$ cat src/rtl/ysyx_22040931_inst_fetch.sv
// Instruction-fetch responder: takes a PC, issues one memory read, presents {pc, inst} to decode.
// At most one read is outstanding; a flush either withdraws the request or drains the pending response.
module ysyx_22040931_inst_fetch #(
    parameter int PC_W   = 64,
    parameter int INST_W = 32
) (
    input  logic              clock,
    input  logic              reset,
    input  logic              flush,
    input  logic              pc_valid,
    input  logic [PC_W-1:0]   pc,
    output logic              if_ready,
    output logic              mem_req_valid,
    output logic [PC_W-1:0]   mem_req_addr,
    input  logic              mem_req_ready,
    input  logic              mem_resp_valid,
    input  logic [INST_W-1:0] mem_resp_data,
    output logic              id_valid,
    input  logic              id_ready,
    output logic [PC_W-1:0]   id_pc,
    output logic [INST_W-1:0] id_inst
);

    // state | meaning
    // IDLE  | no fetch in progress, ready for a PC
    // REQ   | read request offered to memory
    // WAIT  | request accepted, waiting for the response
    // DRAIN | flushed while a response is owed; discard it
    // HOLD  | instruction presented to decode
    typedef enum logic [2:0] {
        IDLE  = 3'd0,
        REQ   = 3'd1,
        WAIT  = 3'd2,
        DRAIN = 3'd3,
        HOLD  = 3'd4
    } state_t;

    state_t              state;
    logic [PC_W-1:0]     pc_r;
    logic [PC_W-1:0]     id_pc_r;
    logic [INST_W-1:0]   inst_r;
    logic                req_valid_r;
    logic                id_valid_r;
    logic                acc;

    assign if_ready = (state == IDLE) | ((state == HOLD) & id_ready);
    assign acc      = pc_valid & if_ready & ~flush;

    assign mem_req_valid = req_valid_r;
    assign mem_req_addr  = pc_r;
    assign id_valid      = id_valid_r;
    assign id_pc         = id_pc_r;
    assign id_inst       = inst_r;

    always_ff @(posedge clock) begin
        if (reset) begin
            state       <= IDLE;
            pc_r        <= '0;
            id_pc_r     <= '0;
            inst_r      <= '0;
            req_valid_r <= 1'b0;
            id_valid_r  <= 1'b0;
        end else begin
            case (state)
                IDLE: begin
                    if (acc) begin
                        state       <= REQ;
                        pc_r        <= pc;
                        req_valid_r <= 1'b1;
                    end
                end
                REQ: begin
                    if (mem_req_ready) begin
                        state       <= flush ? DRAIN : WAIT;
                        req_valid_r <= 1'b0;
                    end else if (flush) begin
                        state       <= IDLE;
                        req_valid_r <= 1'b0;
                    end
                end
                WAIT: begin
                    // a response coinciding with the flush settles the debt, so no drain is needed
                    if (flush) begin
                        state <= mem_resp_valid ? IDLE : DRAIN;
                    end else if (mem_resp_valid) begin
                        state      <= HOLD;
                        inst_r     <= mem_resp_data;
                        id_pc_r    <= pc_r;
                        id_valid_r <= 1'b1;
                    end
                end
                DRAIN: begin
                    if (mem_resp_valid) begin
                        state <= IDLE;
                    end
                end
                HOLD: begin
                    if (flush) begin
                        state      <= IDLE;
                        id_valid_r <= 1'b0;
                    end else if (id_ready) begin
                        id_valid_r <= 1'b0;
                        if (acc) begin
                            state       <= REQ;
                            pc_r        <= pc;
                            req_valid_r <= 1'b1;
                        end else begin
                            state <= IDLE;
                        end
                    end
                end
                default: begin
                    state       <= IDLE;
                    req_valid_r <= 1'b0;
                    id_valid_r  <= 1'b0;
                end
            endcase
        end
    end

endmodule
$ cat config.mk
export PLATFORM = sky130hd
export DESIGN_NAME = ysyx_22040931_inst_fetch
export DESIGN_NICKNAME = d
export VERILOG_FILES = /design/src/rtl/ysyx_22040931_inst_fetch.sv
export SDC_FILE = /design/constraint.sdc
export NUM_CORES = 1
export LEC_CHECK = 0
export CAP_MARGIN = 20
export CELL_PAD_IN_SITES_DETAIL_PLACEMENT = 1
export CELL_PAD_IN_SITES_GLOBAL_PLACEMENT = 1
export CORE_UTILIZATION = 26
export CTS_CLUSTER_DIAMETER = 50
export DETAILED_ROUTE_END_ITERATION = 7
export GPL_TIMING_DRIVEN = 0
export PLACE_DENSITY_LB_ADDON = 0.1
export SYNTH_ARGS = -nofsm -noshare
export SYNTH_HDL_FRONTEND = slang
export SYNTH_SLANG_ARGS = --single-unit
$ cat constraint.sdc
create_clock -name clock -period 1.63 [get_ports clock]
set_clock_uncertainty 0.05 [all_clocks]
set_input_delay 0.326 -clock clock [delete_from_list [all_inputs] [get_ports clock]]
set_output_delay 0.326 -clock clock [all_outputs]
set_load 0.1 [all_outputs]
# == Yosys cells after proc, flatten, opt, wreduce, memory -nomap -nowiden ==
# Cells that the tools add are included.
# totals
ff_bits,165
in_bits,103
output_inout_bits,163
wordCells,62
# op_classes
eq_ne,13
mux,27
bitwise_logic,7
reduce_logical,9
# op_table
cell,count
$mux 64,3
$pmux 64 s2,1
$mux 3,8
$pmux 3 s5,1
$ne 2x2->1 const B,6
$mux 1,11
$ne 3x3->1 const B,3
$reduce_and 4->1,2
$eq 3x2->1 const B,2
$reduce_and 3->1,2
$reduce_and 5->1,1
$pmux 1 s4,1
$and 1x1->1,3
$eq 3x1->1 const B,1
$eq 3x3->1 const B,1
$logic_not 3->1,1
$not 1->1,3
$pmux 1 s3,1
$reduce_or 3->1,1
$mux 2,1
$reduce_bool 2->1,1
$reduce_or 2->1,1
$or 1x1->1,1

# == Logic depth before layout (Yosys ltp) ==
# logic_depth
ltp_word,9
mapped_depth,8
ltp_nobuf,4

# == Worst setup path after synthesis ==
# OpenSTA, ideal clock, no wires.
# synth_timing
kind,register to output
from,reg state[0]
to,out if_ready
arrival_time_ns,2.564
required_time_ns,1.254
slack_ns,-1.310
stages_incl_launch_ff,3
path_buffers,1
path_cell_list,dfxtp_1 -> clkbuf_1 -> nor3_1
# synth_between
elab_chain_len,3
word_cells_on_any_way,4
classes_between,eq/ne (1); bitwise (2); reduce/logical (1)
# synth_rtl
item,line_no,rtl
start: declaration,38,state_t state;
start signal: assignment,74,state <= flush ? DRAIN : WAIT;
start signal: assignment,84,state <= mem_resp_valid ? IDLE : DRAIN;
$eq 3x3->1,46,assign if_ready = (state == IDLE) | ((state == HOLD) & id_ready);
$and 1x1->1,46,
$or 1x1->1 *,46,
end: declaration,12,"output logic if_ready,"
# Mark *: on every way between the ends. The rest lies on a longest branch, timed or not.

# == Worst setup path after layout ==
# layout_timing
from,reg state[1]
to,out if_ready
# Same word-level chain as after synthesis.

==> flow_metrics.py <==
metrics = {
    "synth": {
        "syn_area_um2": 5830,
        "ys_ff_latch": 165,
        "synthTopCellsByArea": "dfxtp_1, nand2_1, a21oi_1, clkbuf_1, buf_4",
        "synth.largest_area_cell": "dfxtp_1",
        "synthesis.nets": 840,
        "yosysUniqueCellTypes": 26,
        "synthTopCellsByCount": "nand2_1, a21oi_1, dfxtp_1",
        "synth_warnings": 0,
        "dominantRegCellSynth": "dfxtp_1",
        "yosysMostFrequentCell": "nand2_1",
        "netlist_instances": 737,
        "ys_seq_area_frac": 0.567,
        "synth_top_area_frac": 0.567,
        "avgSynthCellArea_um2": 7.91,
        "synth-edff-count": 0,
        "async_reset_ff_frac": 0,
    },
    "floorplan": {
        "rows": 54,
        "io_pins": 266,
        "die_y_um": 152,
        "die_w_um": 152,
        "initial_utilization": 0.266,
        "core_area_um2": 21900,
        "die_area_um2": 23000,
    },
    "power": {
        "power_density_nw_per_um2": 1130,
        "irDropWorstVdd_v": 0.000623,
        "leakage_nw": 3.57,
    },
    "timing": {
        "fin_ws_ns": -0.0968,
        "setup-violations-final": 64,
        "fmax_mhz": 579,
        "hold_violations": 0,
        "finalSetupTns_ns": -4.14,
        "finalCriticalPeriod_ns": 1.73,
        "tightest_slew_ns": 0.634,
        "post-route-period-util": 1.06,
        "maxSlewViolCount": 0,
        "rsz0062_at_grt": "true",
        "relSlewSlack": 0.577,
    },
    "setup_path": {
        "worstSetupPathType": "reg2out",
        "rrSetupSlack_ns": -0.09,
        "crit_required_ns": 1.25,
        "worstPathArrival_ns": 1.35,
        "cp-end-kind": "output pin",
        "cp_max_fo": 10,
        "start_kind": "flop",
    },
    "cts": {
        "cts_tree": "done",
        "path_clk_slew_ns": 0.06,
        "ctsLongestPathBuffers": 2,
        "clock_sinks": 165,
        "htreeDepth": 4,
        "cts-root-buf": "clkbuf_16",
        "clk_latency_ns": 0.42,
        "cts_buffers": 17,
    },
    "run_status": {
        "failed_checks": "negative setup slack",
        "outcome": "finished, violations left",
    },
    "worst_hold_path": {
        "hp-class": "in2reg",
    },
    "grt": {
        "grt_usage": 0.181,
        "overflow": 0,
        "grt_pass1_vias": 5866,
        "grt_max_degree": 17,
        "antenna_found_initial": 2,
        "grt_pass1_wl_um": 31700,
    },
    "placement": {
        "dp.cells": 1280,
        "dp_hpwl_um": 15200,
        "gp_routability_congestion": 0.728,
        "portBuffers": 263,
        "place_ws_ns": -1.15,
        "place_area_um2": 8840,
    },
    "detailed_routing": {
        "routed_wl_um": 20900,
        "vias_per_cell": 4.42,
        "drt_iter0_markers": 132,
        "vias": 5824,
        "wl_per_cell_um": 15.8,
        "drcViolationCount": 0,
        "antenna_left": 0,
        "drt-pass1-iter-count": 4,
    },
    "finish": {
        "num-fill-cells": 2680,
        "stdcell_count": 1318,
        "drive_gt1_frac": 0.231,
        "synthToLayoutAreaGrowth_pct": 53.0,
        "finalNetCount": 1125,
        "design_area_um2": 8920,
    },
    "job": {
        "drv_cap": 0,
    },
}
==> cell usage in the layout (no fill, tap or decap), types with 2 or more instances in the layout <==
cell type / count
a21oi_1: 164
buf_2: 108
buf_4: 24
buf_6: 13
bufinv_16: 3
clkbuf_1: 25
clkbuf_16: 17
clkbuf_2: 3
clkbuf_4: 47
clkdlybuf4s50_1: 99
clkinv_4: 2
clkinvlp_4: 3
dfxtp_1: 164
diode_2: 3
inv_6: 3
nand2_1: 321
nor2b_1: 3
nor3_1: 4
o21ai_0: 3
==> kinds of logic (layout without fill, tap and decap cells) <==
family / Yosys count / count (layout) / share of synthesized area
AND/OR/NAND/NOR: 341 / 341 / 0.227
AO/OA/AOI/OAI: 173 / 173 / 0.151
flip-flops: 165 / 165 / 0.567
buffers and inverters: 57 / 355 / 0.0536
XOR/XNOR: 1 / 1 / 0.00150
other: 0 / 3 / 0
==> repair_timing <==
item,in CTS,in global routing
gates resized for setup,849,63
hold buffers,0,0
setup endpoints to repair,327,202
buffers inserted,0,2
cloned,0,1
==> worst max-delay path, stage by stage (launching register included) <==
cell,delay (ns)
dfxtp_1,0.33
buf_4,0.18
nor3_4,0.22
buf_12,0.20
==> metrics by stage <==
step	utilization	total power, mW	hold WS (ns)
after CTS	0.399	10.2	0.252
after floorplan	-	5.34	0.412
after detailed placement	0.404	5.93	0.396
after global placement	0.404	5.93	0.391
after global routing	0.407	10.4	0.309
final	0.408	10.0	0.260
==> layer usage <==
metal,global-route usage,up-vias,routed length [um],part of all wire
met5,0,-,0,0
met4,0.0579,0,221,0.011
met3,0.0632,14,1790,0.086
met2,0.302,179,9860,0.47
met1,0.215,2662,9020,0.43
li1,-,2969,-,-
==> final cells by class <==
type | count | area, um2 | share of cell area
inverters | 1 | 3.75 | 0.000421
clock buffers | 19 | 443 | 0.0496
well taps | 280 | 350 | 0.0393
plain buffers | 56 | 362 | 0.0405
repair buffers | 266 | 2010 | 0.225
clock inverters | 13 | 173 | 0.0194
flip-flops and latches | 165 | 3310 | 0.371
diodes | 3 | 7.51 | 0.000841
multi-input cells | 515 | 2270 | 0.254
==> path summary, 6_finish.rpt <==
path / start / end / cells after the start
worst min register to register: id_pc[53]$_SDFFE_PP0P_ / id_pc[53]$_SDFFE_PP0P_ / 2
worst min-delay path: reset / mem_req_valid$_SDFFE_PP0P_ / 2
worst max register to register: state[2]$_SDFFE_PP0P_ / mem_req_addr[45]$_SDFFE_PP0P_ / 6
worst max-delay path: state[1]$_SDFFE_PP0P_ / if_ready / 3
==> registers in the layout, summed over array words and instances (netlist names) <==
| signal | flops |
|---|---|
| id_valid | 1 |
| id_pc | 64 |
| mem_req_addr | 64 |
| state | 3 |
| id_inst | 32 |
| mem_req_valid | 1 |
==> power by group <==
part	leakage, nW	internal (mW)	switching (mW)
combinational	1.94	0.481	1.12
sequential	1.34	4.13	0.0722
clock	0.293	2.48	1.76
total	3.57	7.09	2.95
Power figures use the tool's default switching activity.
